[src/rtl/wishbone_config_loader.sv]
// rtl/wishbone_config_loader.sv - Wishbone classic initiator streaming config words to sequential addresses
module wishbone_config_loader #(
    parameter logic [31:0] ADDR_STEP      = 32'd4,
    parameter int          TIMEOUT_CYCLES = 255,
    parameter int          CNT_W          = 16
) (
    input  logic             wb_clk_i,
    input  logic             wb_rst_ni,
    input  logic             start_i,
    input  logic             abort_i,
    input  logic [31:0]      base_addr_i,
    input  logic [CNT_W-1:0] word_count_i,
    input  logic [31:0]      cfg_data_i,
    input  logic             cfg_valid_i,
    output logic             cfg_ready_o,
    output logic             wbm_cyc_o,
    output logic             wbm_stb_o,
    output logic             wbm_we_o,
    output logic [3:0]       wbm_sel_o,
    output logic [31:0]      wbm_adr_o,
    output logic [31:0]      wbm_dat_o,
    input  logic             wbm_ack_i,
    output logic             busy_o,
    output logic             done_o,
    output logic             error_o,
    output logic [CNT_W-1:0] words_done_o
);

    typedef enum logic [2:0] {
        S_IDLE,
        S_FETCH,
        S_WRITE,
        S_DONE,
        S_ERR
    } state_t;

    // Counter only needs to hold 0..TIMEOUT_CYCLES-1; the last value triggers the timeout.
    localparam int             TW       = (TIMEOUT_CYCLES > 1) ? $clog2(TIMEOUT_CYCLES) : 1;
    localparam logic [TW-1:0]  TMO_LAST = TW'((TIMEOUT_CYCLES > 0) ? TIMEOUT_CYCLES - 1 : 0);
    localparam bit             TMO_EN   = (TIMEOUT_CYCLES > 0);

    state_t           state;
    logic             cyc_q;
    logic             ready_q;
    logic             done_q;
    logic             error_q;
    logic [31:0]      adr_q;
    logic [31:0]      dat_q;
    logic [CNT_W-1:0] count_q;
    logic [CNT_W-1:0] words_q;
    logic [TW-1:0]    tmo_q;
    logic [CNT_W-1:0] words_next;
    logic             abort_ok;

    assign words_next = words_q + 1'b1;
    assign abort_ok   = abort_i && (state != S_IDLE) && (state != S_DONE);

    always_ff @(posedge wb_clk_i or negedge wb_rst_ni) begin
        if (!wb_rst_ni) begin
            state   <= S_IDLE;
            cyc_q   <= 1'b0;
            ready_q <= 1'b0;
            done_q  <= 1'b0;
            error_q <= 1'b0;
            adr_q   <= '0;
            dat_q   <= '0;
            count_q <= '0;
            words_q <= '0;
            tmo_q   <= '0;
        end else begin
            done_q <= 1'b0;
            if (abort_ok) begin
                state   <= S_ERR;
                cyc_q   <= 1'b0;
                ready_q <= 1'b0;
                error_q <= 1'b1;
            end else begin
                case (state)
                    S_IDLE, S_DONE, S_ERR: begin
                        if (start_i) begin
                            adr_q   <= base_addr_i;
                            count_q <= word_count_i;
                            words_q <= '0;
                            error_q <= 1'b0;
                            if (word_count_i == '0) begin
                                state  <= S_DONE;
                                done_q <= 1'b1;
                            end else begin
                                state   <= S_FETCH;
                                ready_q <= 1'b1;
                            end
                        end else if (state == S_DONE) begin
                            state <= S_IDLE;
                        end
                    end
                    S_FETCH: begin
                        if (cfg_valid_i) begin
                            dat_q   <= cfg_data_i;
                            state   <= S_WRITE;
                            ready_q <= 1'b0;
                            cyc_q   <= 1'b1;
                            tmo_q   <= '0;
                        end
                    end
                    S_WRITE: begin
                        // An ack in the timeout cycle still completes the write.
                        if (wbm_ack_i) begin
                            cyc_q   <= 1'b0;
                            words_q <= words_next;
                            adr_q   <= adr_q + ADDR_STEP;
                            if (words_next == count_q) begin
                                state  <= S_DONE;
                                done_q <= 1'b1;
                            end else begin
                                state   <= S_FETCH;
                                ready_q <= 1'b1;
                            end
                        end else if (TMO_EN && (tmo_q == TMO_LAST)) begin
                            cyc_q   <= 1'b0;
                            error_q <= 1'b1;
                            state   <= S_ERR;
                        end else begin
                            tmo_q <= tmo_q + 1'b1;
                        end
                    end
                    default: state <= S_IDLE;
                endcase
            end
        end
    end

    assign cfg_ready_o  = ready_q;
    assign wbm_cyc_o    = cyc_q;
    assign wbm_stb_o    = cyc_q;
    assign wbm_we_o     = cyc_q;
    assign wbm_sel_o    = {4{cyc_q}};
    assign wbm_adr_o    = adr_q;
    assign wbm_dat_o    = dat_q;
    assign busy_o       = (state == S_FETCH) || (state == S_WRITE);
    assign done_o       = done_q;
    assign error_o      = error_q;
    assign words_done_o = words_q;

endmodule

[config.mk]
export PLATFORM = sky130hd
export DESIGN_NAME = wishbone_config_loader
export DESIGN_NICKNAME = d
export VERILOG_FILES = /design/src/rtl/wishbone_config_loader.sv
export SDC_FILE = /design/constraint.sdc
export NUM_CORES = 1
export LEC_CHECK = 0
export CORE_UTILIZATION = 29
export CTS_CLUSTER_DIAMETER = 120
export DETAILED_ROUTE_END_ITERATION = 6
export PLACE_DENSITY_LB_ADDON = 0.2
export SYNTH_ARGS = -nofsm -noshare
export SYNTH_HDL_FRONTEND = slang
export SYNTH_SLANG_ARGS = --single-unit
[constraint.sdc]
create_clock -name wb_clk_i -period 2.6 [get_ports wb_clk_i]
set_input_delay 0.39 -clock wb_clk_i [delete_from_list [all_inputs] [get_ports wb_clk_i]]
set_output_delay 0.39 -clock wb_clk_i [all_outputs]
set_load 0.02 [all_outputs]
**Word-level counts from Yosys, hierarchy flattened**

Cells that the tools add are included.

- Equal/unequal tests: 21
- Muxes and demuxes: 42
- Add/sub/neg operators: 3
- Bitwise logic cells: 1
- Reduce and logical (&&, ||, !) cells: 20

Operator list:

| cell | number |
|---|---|
| two-way mux 32 bit | 2 |
| one-hot mux 32 bit (2 select lines) | 1 |
| adder 32 x 3 -> 32 bit, second input constant | 1 |
| two-way mux 16 bit | 2 |
| one-hot mux 16 bit (2 select lines) | 1 |
| two-way mux 8 bit | 3 |
| inequality test 3 bit, second input constant | 7 |
| two-way mux 1 bit | 19 |
| two-way mux 3 bit | 6 |
| adder 16 x 1 -> 16 bit, second input constant | 1 |
| == test 16 bit | 1 |
| zero test 16 bit | 1 |
| one-hot mux 8 bit (2 select lines) | 1 |
| AND reduction 3 bit | 4 |
| inequality test 2 bit, second input constant | 5 |
| one-hot mux 3 bit (3 select lines) | 1 |
| nonzero test 3 bit | 3 |
| adder 8 x 1 -> 8 bit, second input constant | 1 |
| == test 8 bit, second input constant | 1 |
| inequality test 4 bit, second input constant | 2 |
| AND reduction 4 bit | 2 |
| == test 3 x 2 -> 1 bit, second input constant | 2 |
| one-hot mux 1 bit (2 select lines) | 3 |
| AND reduction 6 bit | 1 |
| other kinds (13) | 16 |

- Register bits after elaboration: 111
- Output and inout port bits: 91
- Input bits: 86
- Logic and storage cells: 97

**Logic depth before layout (Yosys ltp)**

Gate-level depths: netlist of run 1.

- Word-level depth: 6
- Mapped depth: 9
- Mapped depth without buffers: 8

**Worst setup path after synthesis of run 1**

No wires, ideal clock.

- Path type: register to register
- Start point: register words_q[7], in the netlist words_done_o[7]
- End point: register ready_q, in the netlist cfg_ready_o
- Buffers on the path: 1
- Setup slack: 208 ps
- Data required time: 2476 ps
- Library setup time: 124 ps
- Period minus slack after synthesis: 2392 ps
- Stages on the path, launching flop included: 8
- Data arrival time: 2268 ps
- Path through: dfrtp_1 > buf_2 > nand3_2 > or4_4 > a22o_1 > a2111oi_2 > o2111ai_1 > o31a_1

- Longest elaborated chain between the ends: 4

Ends and longest elaborated chain:

| what | RTL line | source |
|---|---|---|
| start, declared | 50 | `logic [CNT_W-1:0] words_q;` |
| start signal, assigned | 109 | `words_q <= words_next;` |
| adder 16 x 1 -> 16 bit | 55 | `assign words_next = words_q + 1'b1;` |
| == test 16 bit | 111 | `if (words_next == count_q) begin` |
| inequality test 3 bit (no line) | n/a |  |
| AND reduction 6 bit (no line) | n/a |  |
| end signal, assigned | 62 | `ready_q <= 1'b0;` |
| end signal, assigned | 75 | `ready_q <= 1'b0;` |
| end signal, assigned | 116 | `ready_q <= 1'b1;` |
| end, declared | 44 | `logic ready_q;` |

No other way between the ends.
A chain may end at the register's enable or synchronous reset.

**Worst setup path in the final report of run 1**

- Start point: register words_q[1], in the netlist words_done_o[1]
- End point: register ready_q, in the netlist cfg_ready_o

Same word-level chain as after synthesis.

==> results of run 1 <==
## metrics by stage
| stage | power [mW] | std cells | hold slack [ns] |
|---|---|---|---|
| floorplan | 5.21 | 707 | 0.0944 |
| global placement | 7.06 | 1138 | 0.395 |
| detailed placement | 7.07 | 1138 | 0.396 |
| CTS | 8.78 | 1154 | 0.00646 |
| global route | 9.29 | 1154 | 0.0194 |
| finish | 8.67 | 1154 | -0.000421 |
## power by group through the flow
stage	clock, mW	combinational [mW]	sequential (mW)
floorplan	0	1.74	3.47
global placement	0	4.02	3.04
detailed placement	0	4.04	3.03
CTS	1.71	4.05	3.02
global route	1.79	4.36	3.14
finish	1.65	4.00	3.02
## flip-flops by register name (all words and copies together), names as in the netlist
signal / count
wbm_adr_o: 32
wbm_dat_o: 32
count_q: 16
words_done_o: 16
tmo_q: 8
state: 3
cfg_ready_o: 1
done_o: 1
error_o: 1
wbm_cyc_o: 1
## cell families (layout without fill, tap and decap cells)
family                     count (synthesis)  count (layout)  synth area share
and+or+nand+nor                          310             310             0.235
AOI/OAI and AO/OA                        176             176             0.185
DFF                                      111             111             0.457
buffers and inverters                     63             240            0.0457
xor gates and xnor gates                  25              25            0.0360
muxes                                     18              18            0.0329
adders and majority gates                  4               4           0.00823
## worst max path at each step
stage / startpoint / to / slack [ns] / cells past startpoint
floorplan: words_done_o[7] / cfg_ready_o / 0.21 / 7
global placement: word_count_i[13] / done_o / 0.001 / 7
detailed placement: word_count_i[13] / done_o / 0.06 / 7
CTS: state[0] / busy_o / 0.05 / 3
global route: words_done_o[1] / cfg_ready_o / 0.03 / 7
finish: words_done_o[1] / cfg_ready_o / 0.21 / 7
## layer usage
metal / GRT usage / up-vias / routed length (um) / share of wire
met1: 0.234 / 2722 / 8380 / 0.47
met4: 0.0521 / 0 / 139 / 0.0078
li1: - / 2839 / - / -
met5: 0 / - / 0 / 0
met2: 0.255 / 151 / 8110 / 0.46
met3: 0.0422 / 11 / 1140 / 0.064
## layout make-up
class,instances,share of cell area
multi-input combinational,533,0.351
sequential,111,0.321
timing repair buffer,213,0.244
tap,270,0.0390
clock buffer,10,0.0264
clock inverter,6,0.0146
inverter,11,0.00476
## cells in the final DEF, fill, tap and decap left out, types with 11 or more instances in the layout
master / instances
sky130_fd_sc_hd__a21oi_1: 50
sky130_fd_sc_hd__and3_1: 12
sky130_fd_sc_hd__buf_4: 32
sky130_fd_sc_hd__clkdlybuf4s50_1: 175
sky130_fd_sc_hd__dfrtp_1: 110
sky130_fd_sc_hd__inv_1: 11
sky130_fd_sc_hd__mux2_2: 16
sky130_fd_sc_hd__nand2_1: 156
sky130_fd_sc_hd__nand3_1: 26
sky130_fd_sc_hd__nand4_1: 13
sky130_fd_sc_hd__nor2_1: 48
sky130_fd_sc_hd__nor3_1: 11
sky130_fd_sc_hd__o21ai_0: 52
sky130_fd_sc_hd__o22ai_1: 11
sky130_fd_sc_hd__xnor2_1: 14
sky130_fd_sc_hd__xor2_1: 11
## what timing repair did
item	4_1_cts	5_1_grt
hold endpoints to repair	0	0
gates resized for setup	0	1
setup endpoints to repair	0	1
## worst register-to-register path: cells and delay by family, from the launching register on
| kind | cells | cell delay [ns] |
|---|---|---|
| compound gates | 4 | 1.07 |
| fa+ha+maj | 1 | 0.36 |
| flops | 1 | 0.43 |
| simple gates | 2 | 0.42 |
==> impl_metrics.xml, run 1 <==
<?xml version="1.0" encoding="UTF-8"?>
<metrics>
  <group name="status">
    <metric name="outcome" unit="">complete, but fails checks</metric>
    <metric name="failing_checks" unit="">negative hold slack</metric>
  </group>
  <group name="global_routing">
    <metric name="antenna_found_initial" unit="">0</metric>
    <metric name="global_route_wire_length_before_repair" unit="mm">29.0</metric>
    <metric name="total_grt_overflow" unit="">0</metric>
    <metric name="via_count_of_the_first_global_routing_pass" unit="">5476</metric>
    <metric name="grtUsageTotal" unit="">0.168</metric>
    <metric name="grt_start_max_net_pins" unit="">49</metric>
  </group>
  <group name="clock_network">
    <metric name="worst_setup_hold_path_clk_slew" unit="ns">0.08</metric>
    <metric name="cts_inserted_buffers" unit="">9</metric>
    <metric name="cts_buffer_depth" unit="">2</metric>
    <metric name="cts_tree" unit="">done</metric>
    <metric name="hold_buffers" unit="">0</metric>
    <metric name="clock_latency" unit="ns">0.35</metric>
    <metric name="cts_max_level" unit="">3</metric>
    <metric name="clkSinkCount" unit="">111</metric>
    <metric name="cts_root_buf" unit="">sky130_fd_sc_hd__clkbuf_16</metric>
    <metric name="post_cts.repair.setup_buffers" unit="">0</metric>
  </group>
  <group name="setup_path">
    <metric name="slowest_stage" unit="">sky130_fd_sc_hd__dfrtp_1</metric>
    <metric name="worst_setup_sp_type" unit="">register</metric>
    <metric name="critical_path.cell_chain" unit="">ha_1 &gt; nand3_1 &gt; nor3_1 &gt; o22ai_1 &gt; a2111oi_2 &gt; o2111ai_1 &gt; o31a_1</metric>
    <metric name="worst-path-buf-inv" unit="">0</metric>
    <metric name="critical_path_arrival" unit="ns">2.63</metric>
    <metric name="crit_path_capture_type" unit="">register</metric>
    <metric name="peak_fanout_along_the_critical_path" unit="">9</metric>
    <metric name="maximum_single_stage_delay_on_the_critical_path" unit="ns">0.43</metric>
    <metric name="reg2regPathDepth" unit="">7</metric>
    <metric name="critical_path.reg2reg.endpoint" unit="">cfg_ready_o</metric>
    <metric name="worst-setup-path-type" unit="">register to register</metric>
    <metric name="r2r_start" unit="">words_done_o[1]</metric>
    <metric name="timing.critical_path.max_delay_family" unit="">compound AO/OA/AOI/OAI gates</metric>
    <metric name="critPathRequiredTime" unit="ns">2.84</metric>
    <metric name="setup.reg_to_reg.worst_slack" unit="ns">0.21</metric>
  </group>
  <group name="drt">
    <metric name="antenna_left" unit="">0</metric>
    <metric name="num_vias" unit="">5723</metric>
    <metric name="firstDrtPassIters" unit="">5</metric>
    <metric name="route.detailed.drc" unit="">0</metric>
    <metric name="avgRoutedWirePerCell" unit="um">15.4</metric>
    <metric name="detail_route.wirelength" unit="mm">17.8</metric>
    <metric name="detail_route.iter0.violations" unit="">286</metric>
    <metric name="post_drt_via_cell_ratio" unit="">4.96</metric>
  </group>
  <group name="logic_synthesis">
    <metric name="syn-num-nets" unit="">797</metric>
    <metric name="seq_area_frac_synth" unit="">0.457</metric>
    <metric name="yosysWarnings" unit="">0</metric>
    <metric name="netlist_top_cells_area" unit="">sky130_fd_sc_hd__dfrtp_1 46%, sky130_fd_sc_hd__nand2_1 9.6%, sky130_fd_sc_hd__o21ai_0 4.3%</metric>
    <metric name="mappedNetlistArea" unit="um2">6080</metric>
    <metric name="area_share_of_the_largest_cell_type_after_synthesis" unit="">0.457</metric>
    <metric name="synth.largest_area_cell" unit="">sky130_fd_sc_hd__dfrtp_1</metric>
    <metric name="most_used_flip_flop_cell_after_synthesis" unit="">sky130_fd_sc_hd__dfrtp_1</metric>
    <metric name="synth.avg_cell_area" unit="um2">8.60</metric>
    <metric name="synthCells" unit="">707</metric>
    <metric name="async_flop_share" unit="">1.00</metric>
    <metric name="ys_seq_elements" unit="">111</metric>
    <metric name="most_used_standard_cells_in_the_synthesized_netlist" unit="">156 x sky130_fd_sc_hd__nand2_1, 111 x sky130_fd_sc_hd__dfrtp_1, 52 x sky130_fd_sc_hd__o21ai_0</metric>
    <metric name="synth.lib_cells_used.distinct" unit="">65</metric>
    <metric name="dominant_cell_by_count_in_the_synthesized_netlist" unit="">sky130_fd_sc_hd__nand2_1</metric>
    <metric name="post_synth_edffs" unit="">0</metric>
  </group>
  <group name="timing">
    <metric name="clock.fmax" unit="GHz">0.419</metric>
    <metric name="tightestPinTransition" unit="ns">0.498</metric>
    <metric name="fin_setup_tns" unit="ns">0</metric>
    <metric name="clock_skew" unit="ns">0.00925</metric>
    <metric name="layout_min_cycle_time" unit="ns">2.39</metric>
    <metric name="rsz_0062_raised_after_global_routing" unit="">false</metric>
    <metric name="setup_slack" unit="ns">0.211</metric>
    <metric name="final-hold-violation-count" unit="">1</metric>
    <metric name="hold-worst-slack" unit="ns">-0.000421</metric>
    <metric name="maxSlewViolCount" unit="">0</metric>
    <metric name="setup-violations-final" unit="">0</metric>
    <metric name="final.period_utilization" unit="">0.919</metric>
    <metric name="slew_headroom" unit="">0.665</metric>
  </group>
  <group name="die">
    <metric name="boundaryPins" unit="">177</metric>
    <metric name="dieArea" unit="um2">21500</metric>
    <metric name="area_of_the_core" unit="um2">20400</metric>
    <metric name="floorplan.initialDensity" unit="">0.299</metric>
    <metric name="placement_rows" unit="">52</metric>
    <metric name="chipWidth" unit="um">147</metric>
    <metric name="die_y" unit="um">147</metric>
  </group>
  <group name="pwr">
    <metric name="power_report.internal_total" unit="mW">5.27</metric>
    <metric name="power.combinational.fraction" unit="">0.461</metric>
    <metric name="pwr-share-seq" unit="">0.348</metric>
    <metric name="power-per-cell-area" unit="nW/um2">1000</metric>
    <metric name="net-switching-power" unit="mW">3.40</metric>
    <metric name="irDropWorstVdd" unit="uV">523</metric>
    <metric name="power.switching_fraction" unit="">0.392</metric>
    <metric name="power.clock.fraction" unit="">0.191</metric>
    <metric name="cellLeakagePower" unit="nW">3.58</metric>
  </group>
  <group name="placement">
    <metric name="cell_area_reported_after_detailed_placement" unit="um2">8310</metric>
    <metric name="gpl.final_weighted_congestion" unit="">0.798</metric>
    <metric name="place_hpwl" unit="mm">12.7</metric>
    <metric name="pre_cts_slack" unit="ns">0.0617</metric>
    <metric name="portBuffers" unit="">176</metric>
  </group>
  <group name="worst_hold_path">
    <metric name="hold_path.class" unit="">input port to asynchronous set/reset pin</metric>
  </group>
  <group name="final_layout">
    <metric name="fillerInstances" unit="">2017</metric>
    <metric name="layout.core_utilization" unit="">0.426</metric>
    <metric name="area.growth.synth_to_final" unit="%">42.5</metric>
    <metric name="multiInputGateArea" unit="um2">3040</metric>
    <metric name="finish.net_count" unit="">969</metric>
    <metric name="post-route-cell-area" unit="um2">8670</metric>
    <metric name="drive_above_1_share" unit="">0.0928</metric>
    <metric name="seq_area" unit="um2">2780</metric>
    <metric name="insertedDiodeCount" unit="">0</metric>
  </group>
  <group name="run">
    <metric name="max-cap-violations" unit="">0</metric>
  </group>
</metrics>
No activity file was read; power rests on OpenSTA's default activity.
==> inputs of run 2 (changes only) <==
TNS_END_PERCENT = 1   (was not set)
==> results of run 2 <==
Final layout, timing and power as in run 1 (identical DEF).
